<file path="src/rtl/misuratore_frequenza.sv">
// rtl/misuratore_frequenza.sv - gated rising-edge counter (frequency/event meter) driving the LEDs
//
// Purpose: counts rising edges of an asynchronous input over a fixed window of
//   GATE_CYCLES clk cycles and publishes each window's count on led.
// Ports:
//   clk       in   1      system clock
//   rst       in   1      asynchronous reset, active-high
//   sig_in    in   1      external signal, asynchronous to clk
//   led       out  CNT_W  rising-edge count of the last completed window
//   valid     out  1      one-cycle pulse when led is updated
//   overflow  out  1      last completed window saturated the count
// Build option: define DEBOUNCE_EN to insert a DEBOUNCE_CYCLES stability filter
//   between the synchroniser and the edge detector.
module misuratore_frequenza #(
  parameter int GATE_CYCLES     = 100_000_000,
  parameter int SYNC_STAGES     = 2,
  parameter int CNT_W           = 16,
  parameter int DEBOUNCE_CYCLES = 1_000
) (
  input  logic             clk,
  input  logic             rst,
  input  logic             sig_in,
  output logic [CNT_W-1:0] led,
  output logic             valid,
  output logic             overflow
);

  localparam int               GW        = (GATE_CYCLES > 1) ? $clog2(GATE_CYCLES) : 1;
  localparam logic [GW-1:0]    GATE_LAST = GW'(GATE_CYCLES - 1);
  localparam logic [CNT_W-1:0] CNT_MAX   = '1;

  logic [SYNC_STAGES-1:0] sync_q;
  logic                   level;
  logic                   prev_q;
  logic                   rise;
  logic                   term;
  logic                   at_max;
  logic [GW-1:0]          gate_cnt_q, gate_cnt_d;
  logic [CNT_W-1:0]       edge_cnt_q, edge_cnt_d;
  logic [CNT_W-1:0]       led_q, led_d;
  logic                   sat_q, sat_d;
  logic                   valid_q, valid_d;
  logic                   ovf_q, ovf_d;

  // Metastability synchroniser: sig_in enters at bit 0, oldest sample at the top.
  always_ff @(posedge clk or posedge rst) begin
    if (rst) sync_q <= '0;
    else     sync_q <= {sync_q[SYNC_STAGES-2:0], sig_in};
  end

`ifdef DEBOUNCE_EN
  localparam int            DW      = $clog2(DEBOUNCE_CYCLES + 1);
  localparam logic [DW-1:0] DB_LAST = DW'(DEBOUNCE_CYCLES - 1);

  logic [DW-1:0] db_cnt_q, db_cnt_d;
  logic          db_level_q, db_level_d;

  // The filtered level follows the synchronised input only after it has
  // disagreed for DEBOUNCE_CYCLES consecutive cycles; any agreement restarts the run.
  always_comb begin
    db_cnt_d   = '0;
    db_level_d = db_level_q;
    if (sync_q[SYNC_STAGES-1] != db_level_q) begin
      if (db_cnt_q == DB_LAST) db_level_d = sync_q[SYNC_STAGES-1];
      else                     db_cnt_d   = db_cnt_q + 1'b1;
    end
  end

  always_ff @(posedge clk or posedge rst) begin
    if (rst) begin
      db_cnt_q   <= '0;
      db_level_q <= 1'b0;
    end else begin
      db_cnt_q   <= db_cnt_d;
      db_level_q <= db_level_d;
    end
  end

  assign level = db_level_q;
`else
  assign level = sync_q[SYNC_STAGES-1];
`endif

  assign rise   = level & ~prev_q;
  assign term   = (gate_cnt_q == GATE_LAST);
  assign at_max = (edge_cnt_q == CNT_MAX);

  always_comb begin
    gate_cnt_d = term ? '0 : gate_cnt_q + 1'b1;
    edge_cnt_d = edge_cnt_q;
    sat_d      = sat_q;
    led_d      = led_q;
    ovf_d      = ovf_q;
    valid_d    = 1'b0;

    // Saturating count; a rise lost at the ceiling is remembered as overflow.
    if (rise) begin
      if (at_max) sat_d      = 1'b1;
      else        edge_cnt_d = edge_cnt_q + 1'b1;
    end

    // Publish the already-updated count so a rise on the terminal cycle
    // belongs to the window that is closing, then start the next window empty.
    if (term) begin
      led_d      = edge_cnt_d;
      ovf_d      = sat_d;
      valid_d    = 1'b1;
      edge_cnt_d = '0;
      sat_d      = 1'b0;
    end
  end

  always_ff @(posedge clk or posedge rst) begin
    if (rst) begin
      prev_q     <= 1'b0;
      gate_cnt_q <= '0;
      edge_cnt_q <= '0;
      sat_q      <= 1'b0;
      led_q      <= '0;
      ovf_q      <= 1'b0;
      valid_q    <= 1'b0;
    end else begin
      prev_q     <= level;
      gate_cnt_q <= gate_cnt_d;
      edge_cnt_q <= edge_cnt_d;
      sat_q      <= sat_d;
      led_q      <= led_d;
      ovf_q      <= ovf_d;
      valid_q    <= valid_d;
    end
  end

  assign led      = led_q;
  assign valid    = valid_q;
  assign overflow = ovf_q;

endmodule
</file>
<file path="config.mk">
export PLATFORM = sky130hd
export DESIGN_NAME = misuratore_frequenza
export DESIGN_NICKNAME = d
export VERILOG_FILES = /design/src/rtl/misuratore_frequenza.sv
export SDC_FILE = /design/constraint.sdc
export NUM_CORES = 1
export LEC_CHECK = 0
export CAP_MARGIN = 10
export CELL_PAD_IN_SITES_DETAIL_PLACEMENT = 1
export CELL_PAD_IN_SITES_GLOBAL_PLACEMENT = 2
export CORE_ASPECT_RATIO = 1.4
export CORE_MARGIN = 8
export CORE_UTILIZATION = 42
export CTS_BUF_LIST = sky130_fd_sc_hd__clkbuf_8
export DETAILED_ROUTE_END_ITERATION = 16
export GPL_ROUTABILITY_DRIVEN = 0
export HOLD_SLACK_MARGIN = 0.1
export PLACE_DENSITY_LB_ADDON = 0.1
export RECOVER_POWER = 100
export SYNTH_ARGS = -nofsm -noshare
export SYNTH_HDL_FRONTEND = slang
export SYNTH_SLANG_ARGS = --single-unit
</file>
<file path="constraint.sdc">
create_clock -name clk -period 3.63 [get_ports clk]
set_input_delay 0.726 -clock clk [delete_from_list [all_inputs] [get_ports clk]]
set_output_delay 0.726 -clock clk [all_outputs]
set_load 0.05 [all_outputs]
</file>
==> metrics.csv, run 1 <==
stage,metric,value,unit
worst_setup_path,WP buf/inv,0,
final_layout,P&R area growth vs syn,16.56,%
power_and_ir_drop,switching fraction of total power,0.2492,
die,row count,36,
worst_setup_path,CP max stage cell,or4_1,
die,# IOs,21,
cts,worst skew pair latency,0.35,ns
sta,Final Slew Violations,66,
worst_setup_path,Worst EP arrival,2.72,ns
power_and_ir_drop,leakage power,1.610,nW
worst_setup_path,WS Path Type,register to register,
sta,Min Hold Slack,0.3508,ns
grt,initial antenna violation count,0,
worst_setup_path,critical-path cell list,ha_1 -> nand3_1 -> or3_1 -> or4_1 -> nand2_1 -> o21ai_0,
cts,Post-CTS Setup Bufs,0,
worst_setup_path,Crit path depth,6,
synth,Yosys warnings,0,
sta,final critical-path required period,2.518,ns
power_and_ir_drop,NetSw,0.3544,mW
power_and_ir_drop,Peak VDD IR,0.2504,mV
power_and_ir_drop,P_int,1.068,mW
synth,Yosys cell types,36,
die,Die Span X,86.61,um
detailed_routing,vias,2240,
detailed_routing,DRC Markers,0,
worst_setup_path,CP peak stage delay,0.78,ns
sta,Worst-Margin Slew,1.596,ns
final_layout,layout cells sized above 1,0.06748,
flow_run,Max Cap Violations,1,
cts,TritonCTS clock tree,built,
cts,Clock Root Buffer,clkbuf_8,
synth,"area leader, netlist",dfrtp_1,
worst_setup_path,Worst R2R Path Depth,6,
cts,htree depth,3,
cts,Num CTS Buffers,9,
cts,Worst-path clk slew,0.07,ns
synth,Synth Cell Area,0.002932,mm^2
synth,post-synth top area share,0.5548,
detailed_routing,DR pass1 iterations,4,
detailed_routing,met2 WL,3770,um
worst_setup_path,CP Capture Type,register,
detailed_routing,initial drt markers,56,
die,Core ar.,0.006847,mm^2
min_path,worst hold path class,register to register,
detailed_routing,Post-DRT Antenna Nets,0,
cts,clk sinks,65,
detailed_routing,WL met1,2926,um
synth,Synth area leaders,"dfrtp_1, xor2_1, nor2_1",
sta,RSZ-0062 raised after global routing,false,
run_status,outcome,"complete, but fails checks",
grt,total gr overflow,0,
power_and_ir_drop,Clk pwr share,0.392,
detailed_routing,top sig layer,met4,
final_layout,# diodes,0,
cts,Longest Clk Path Bufs,2,
final_layout,layout net count,327,
min_path,hold depth,0,
detailed_routing,WL final,6994,um
synth,sequential area share after synthesis,0.5548,
power_and_ir_drop,register share of total power,0.552,
sta,max frequency,0.3972,GHz
sta,Clock Skews,0.006154,ns
detailed_routing,Vias/cell,5.321,
final_layout,fin util,0.4991,
worst_setup_path,"delay-heaviest family, CP",simple AND/OR/NAND/NOR gates,
synth,post-synthesis net count,300,
power_and_ir_drop,Combinational Power Share,0.056,
sta,Fin. Hold Viols,0,
sta,Slew headroom,-0.06409,
placement,I/O Buffers,20,
synth,ys flop type,dfrtp_1,
worst_setup_path,critical path peak fanout,17,
detailed_routing,met3 WL,135,um
die,Die Y,114.9,um
sta,setup violators final,0,
grt,total track usage,0.1566,
grt,largest net degree at the start of global routing,66,
synth,Mapped Avg Cell Area,9.937,um^2
die,Initial Utilization,0.4282,
synth,synthesized instance count,295,
cts,hold buffers post-CTS,0,
synth,number of synthesized flops with an enable pin,0,
grt,first-pass GRT wire length,11900,um
die,die footprint,0.009948,mm^2
placement,DP Wirelength,5058,um
synth,#FFs+latches synth,65,
power_and_ir_drop,PwrDens,416.2,mW/mm^2
sta,setup TNS,0,ns
detailed_routing,drt wl/cell,16.61,um
sta,fin crit share,0.6936,
worst_setup_path,Setup crit start kind,register,
synth,fraction of registers with async set/reset,1.000,
run_status,violated checks,"capacitance limit, slew limit",
grt,vias in the first global route,2386,
worst_setup_path,WP data required,3.83,ns
cts,CTS-repair resized insts,0,
[metrics by stage]
| step | cells | setup WS [ns] | instance area (um^2) | power, mW |
|---|---|---|---|---|
| final | 421 | 1.112 | 3417 | 1.422 |
| after detailed placement | 406 | 1.179 | 3264 | 0.8829 |
| after global routing | 421 | 0.8827 | 3417 | 1.500 |
| after floorplan | 295 | 1.278 | 2932 | 0.8461 |
| after CTS | 421 | 1.142 | 3445 | 1.454 |
| after global placement | 406 | 1.245 | 3264 | 0.8800 |
[synth_stat cells, types with 2 or more instances]
master	count
a21oi_1	6
and3_1	9
and4_1	4
buf_2	3
clkbuf_1	5
dfrtp_1	65
ha_1	2
inv_1	5
mux2i_1	3
nand2_1	25
nand2b_1	3
nand3_1	21
nand3_2	2
nand3b_1	2
nand4_1	10
nor2_1	48
nor3_1	8
nor4_1	9
o211ai_1	3
o21ai_0	10
o21ai_1	10
xnor2_1	8
xor2_1	21
[cell usage in the layout, fill, tap and decap left out, types with 4 or more instances in the layout]
master and n:
dfrtp_1 65, nor2_1 48, nand2_1 25, nand3_1 22, xor2_1 21, o21ai_0 20, dlygate4sd3_1 20, clkbuf_8 12
nand4_1 10, nor4_1 9, and3_1 9, nor3_1 8, xnor2_1 8, a21oi_1 6, and4_1 4, inv_1 4
[power groups by stage]
stage	logic [mW]	registers, mW	clock network [mW]
6_report	0.0798	0.785	0.558
5_1_grt	0.0952	0.789	0.616
4_1_cts	0.0860	0.784	0.584
3_5_place_dp	0.0856	0.797	0
3_3_place_gp	0.0829	0.797	0
2_1_floorplan	0.0586	0.788	0
[logic make-up after synthesis]
family / synth area share
AO/OA/AOI/OAI: 0.06872
XOR/XNOR: 0.08664
adder cells (fa/ha/maj): 0.008535
buffers and inverters: 0.02177
flip-flops: 0.5548
multiplexers: 0.01024
AND/OR/NAND/NOR: 0.2493
[final cells by class]
type                    count  area, um^2
repair buffers             25       227.7
inverters                   5       18.77
clock inverters             3       15.01
multi-input cells         216        1245
fillers                   792        3430
flip-flops and latches     65        1627
clock buffers              12       165.2
well taps                  95       118.9
[state kept, by name (all words and copies together) (netlist names)]
register	count
edge_cnt_q	16
overflow	1
valid	1
gate_cnt_q	27
sync_q	2
sat_q	1
led	16
prev_q	1
[final timing paths]
kind                                     from        end  slack [ns]
worst max-delay path            gate_cnt_q[0]     led[4]        1.11
worst min-delay path                sync_q[0]  sync_q[1]        0.35
worst max register to register  gate_cnt_q[0]     led[4]        1.11
worst min register to register      sync_q[0]  sync_q[1]        0.35
max in group asynchronous                 rst    led[13]        1.30
min in group asynchronous                 rst     led[1]        1.38
[metal layers]
layer / global-route usage / vias to the layer above
li1: - / 1087
met1: 0.1706 / 1126
met2: 0.2715 / 16
met3: 0.04149 / 11
met4: 0.08074 / 0
met5: 0 / -
Note: power is estimated with default switching activity, not from simulation.
==> run 2, diff against run 1 <==
--- a/config.mk
+++ b/config.mk
@@ -10,7 +10,7 @@
 export CELL_PAD_IN_SITES_GLOBAL_PLACEMENT = 2
 export CORE_ASPECT_RATIO = 1.4
 export CORE_MARGIN = 8
-export CORE_UTILIZATION = 42
+export CORE_UTILIZATION = 35
 export CTS_BUF_LIST = sky130_fd_sc_hd__clkbuf_8
 export DETAILED_ROUTE_END_ITERATION = 16
 export GPL_ROUTABILITY_DRIVEN = 0
==> constraint.sdc (replaced) <==
create_clock -name clk -period 2.3 [get_ports clk]
set_input_delay 0.46 -clock clk [delete_from_list [all_inputs] [get_ports clk]]
set_output_delay 0.46 -clock clk [all_outputs]
set_load 0.05 [all_outputs]
==> metrics.csv, run 2 (synthesis gave the netlist of run 1 again) <==
stage,metric,value,unit,change
placement,Area after DPL,0.003346,mm^2,+2.5%
sta,Clock Skews,0.006713,ns,+0.0005590 ns
grt,total gr overflow,0,,unchanged
power_and_ir_drop,leakage power,1.651,nW,+2.5%
sta,setup TNS,0,ns,unchanged
grt,first-pass GRT wire length,12500,um,+5.0%
detailed_routing,WL final,7223,um,+3.3%
placement,"worst slack, placed",0.1649,ns,-1.014 ns
min_path,origin of the worst min-delay path,sync_q[0],,
cts,worst skew pair latency,0.34,ns,about the same
sta,Worst-Margin Slew,0.9005,ns,-0.6956 ns
sta,Final Slew Violations,0,,-100%
cts,Worst-path clk slew,0.07,ns,about the same
sta,fin crit share,0.9256,,+0.2320
sta,max frequency,0.4697,GHz,+18%
final_layout,# diodes,0,,unchanged
worst_setup_path,CP max stage cell,or4_1,,
die,Initial Utilization,0.3597,,-0.06844
sta,setup violators final,0,,unchanged
final_layout,final instance area,0.003473,mm^2,+1.6%
worst_setup_path,Worst R2R End,led[12],,
worst_setup_path,R2R Setup Slk,0.17,ns,-0.94 ns
grt,met2 Use GR,0.2298,,-0.04166
cts,Post-CTS Setup Bufs,0,,unchanged
power_and_ir_drop,PwrDens,656.0,mW/mm^2,+58%
cts,Num CTS Buffers,9,,unchanged
worst_setup_path,Worst R2R Path Depth,7,,+1
die,die footprint,0.01160,mm^2,+17%
detailed_routing,drt wl/cell,16.57,um,-0.28%
min_path,hold depth,0,,unchanged
detailed_routing,vias,2276,,+1.6%
worst_setup_path,critical-path cell list,ha_1 -> nand3_1 -> or3_1 -> or4_1 -> buf_4 -> nand2_1 -> o21ai_0,,
final_layout,P&R area growth vs syn,18.48,%,
worst_setup_path,Setup crit start kind,register,,
cts,Clock Root Buffer,clkbuf_8,,
grt,initial antenna violation count,0,,unchanged
run_status,outcome,finished clean,,
sta,Fin. Hold Viols,0,,unchanged
die,Die Span X,93.35,um,+7.8%
power_and_ir_drop,Tot Pwr,2.279,mW,+60%
worst_setup_path,reg2reg start,gate_cnt_q[0],,
cts,hold buffers post-CTS,0,,unchanged
cts,clk sinks,65,,unchanged
worst_setup_path,critical path peak fanout,17,,unchanged
cts,CTS-repair resized insts,0,,unchanged
die,Core ar.,0.008149,mm^2,+19%
final_layout,Reg area,0.001627,mm^2,unchanged
die,# IOs,21,,unchanged
detailed_routing,DRC Markers,0,,unchanged
worst_setup_path,CP peak stage delay,0.49,ns,-0.29 ns
sta,RSZ-0062 raised after global routing,false,,
worst_setup_path,Worst EP arrival,2.34,ns,-0.38 ns
cts,TritonCTS clock tree,built,,
placement,I/O Buffers,20,,unchanged
placement,placed cells,421,,+3.7%
final_layout,Reg with most FFs,gate_cnt_q,,
die,row count,39,,+8.3%
grt,largest net degree at the start of global routing,26,,-61%
min_path,Hold EP,sync_q[1],,
grt,met1 usage,0.1498,,-0.02078
worst_setup_path,CP Capture Type,register,,
min_path,worst hold path class,register to register,,
grt,met3 GRT Util,0.02292,,-0.01857
detailed_routing,Post-DRT Antenna Nets,0,,unchanged
worst_setup_path,WP data required,2.51,ns,-1.32 ns
power_and_ir_drop,Peak VDD IR,0.3150,mV,+26%
sta,Slew headroom,0.3990,,+0.4631
flow_run,Max Cap Violations,0,,-1
final_layout,area taken by multi-input logic gates,0.001245,mm^2,unchanged
sta,"Worst Setup Slack, final",0.1711,ns,-0.9411 ns
placement,DP Wirelength,5366,um,+6.1%
sta,final critical-path required period,2.129,ns,-0.3889 ns
detailed_routing,Vias/cell,5.220,,-1.9%
final_layout,fillers,941,,+19%
detailed_routing,initial drt markers,61,,+8.9%
final_layout,most frequent cells in the layout,"dfrtp_1, nor2_1, nand2_1, nand3_1, xor2_1",,
die,Die Y,124.3,um,+8.2%
final_layout,"most common cell after layout, fill and taps aside",dfrtp_1,,
grt,total track usage,0.1364,,-0.02027
worst_setup_path,WS Path Type,register to register,,
cts,Longest Clk Path Bufs,2,,unchanged
cts,htree depth,3,,unchanged
final_layout,layout net count,335,,+2.4%
detailed_routing,DR pass1 iterations,4,,unchanged
final_layout,max FFs per register,27,,unchanged
final_layout,layout cells sized above 1,0.08084,,+0.01335
final_layout,Non-Filler Instances,436,,+3.6%
grt,vias in the first global route,2525,,+5.8%
grt,GR peak layer,met2,,
[run 2: changes by cell type in the layout (fill, tap and decap cells not counted)]
cell,delta
bufinv_16,+1
o21ai_0,-2
clkinv_1,-1
clkbuf_2,+2
inv_1,+3
o21ai_1,+2
clkbuf_1,+1
buf_4,+5
clkbuf_8,-3
[run 2: worst max-delay path, delay by kind of cell (launching register included)]
kind                     cells  cell delay (ns)
flip-flops                   1             0.39
AO/OA/AOI/OAI                1             0.08
adder cells (fa/ha/maj)      1             0.20
buffers and inverters        1             0.20
AND/OR/NAND/NOR              4             1.13
[run 2: where the power goes]
group / leakage (nW) / internal [mW] / switching (mW)
clock: 0.101 / 0.481 / 0.429
combinational: 0.671 / 0.0382 / 0.0887
sequential: 0.879 / 1.18 / 0.0606
[run 2: worst max path at each step]
stage / startpoint / to / slack (ns) / cells after the start
after floorplan: gate_cnt_q[0] / led[1] / 0.14 / 9
after global placement: gate_cnt_q[0] / led[12] / 0.22 / 7
after detailed placement: gate_cnt_q[0] / led[12] / 0.16 / 7
after CTS: gate_cnt_q[0] / led[12] / 0.16 / 7
after global routing: gate_cnt_q[0] / led[12] / 0.06 / 7
final: gate_cnt_q[0] / led[12] / 0.17 / 7
[run 2: layout make-up]
| class | count | share of cell area |
|---|---|---|
| inverters | 5 | 0.005403 |
| clock buffers | 9 | 0.03566 |
| repair buffers | 33 | 0.08033 |
| well taps | 102 | 0.03674 |
| flip-flops and latches | 65 | 0.4683 |
| clock inverters | 6 | 0.01513 |
| multi-input cells | 216 | 0.3584 |
[run 2: through the flow]
| stage | hold slack (ns) | utilization |
|---|---|---|
| 4_1_cts | 0.3534 | 0.4322 |
| 3_5_place_dp | 0.3371 | 0.4106 |
| 3_3_place_gp | 0.3365 | 0.4106 |
| 6_report | 0.3501 | 0.4262 |
| 2_1_floorplan | 0.3312 | - |
| 5_1_grt | 0.3735 | 0.4262 |
[run 2: per-layer routing]
metal | routed length [um] | vias up
met4 | 243 | 0
met5 | 0 | -
met1 | 3050 | 1135
met3 | 160 | 16
li1 | - | 1101
met2 | 3769 | 24
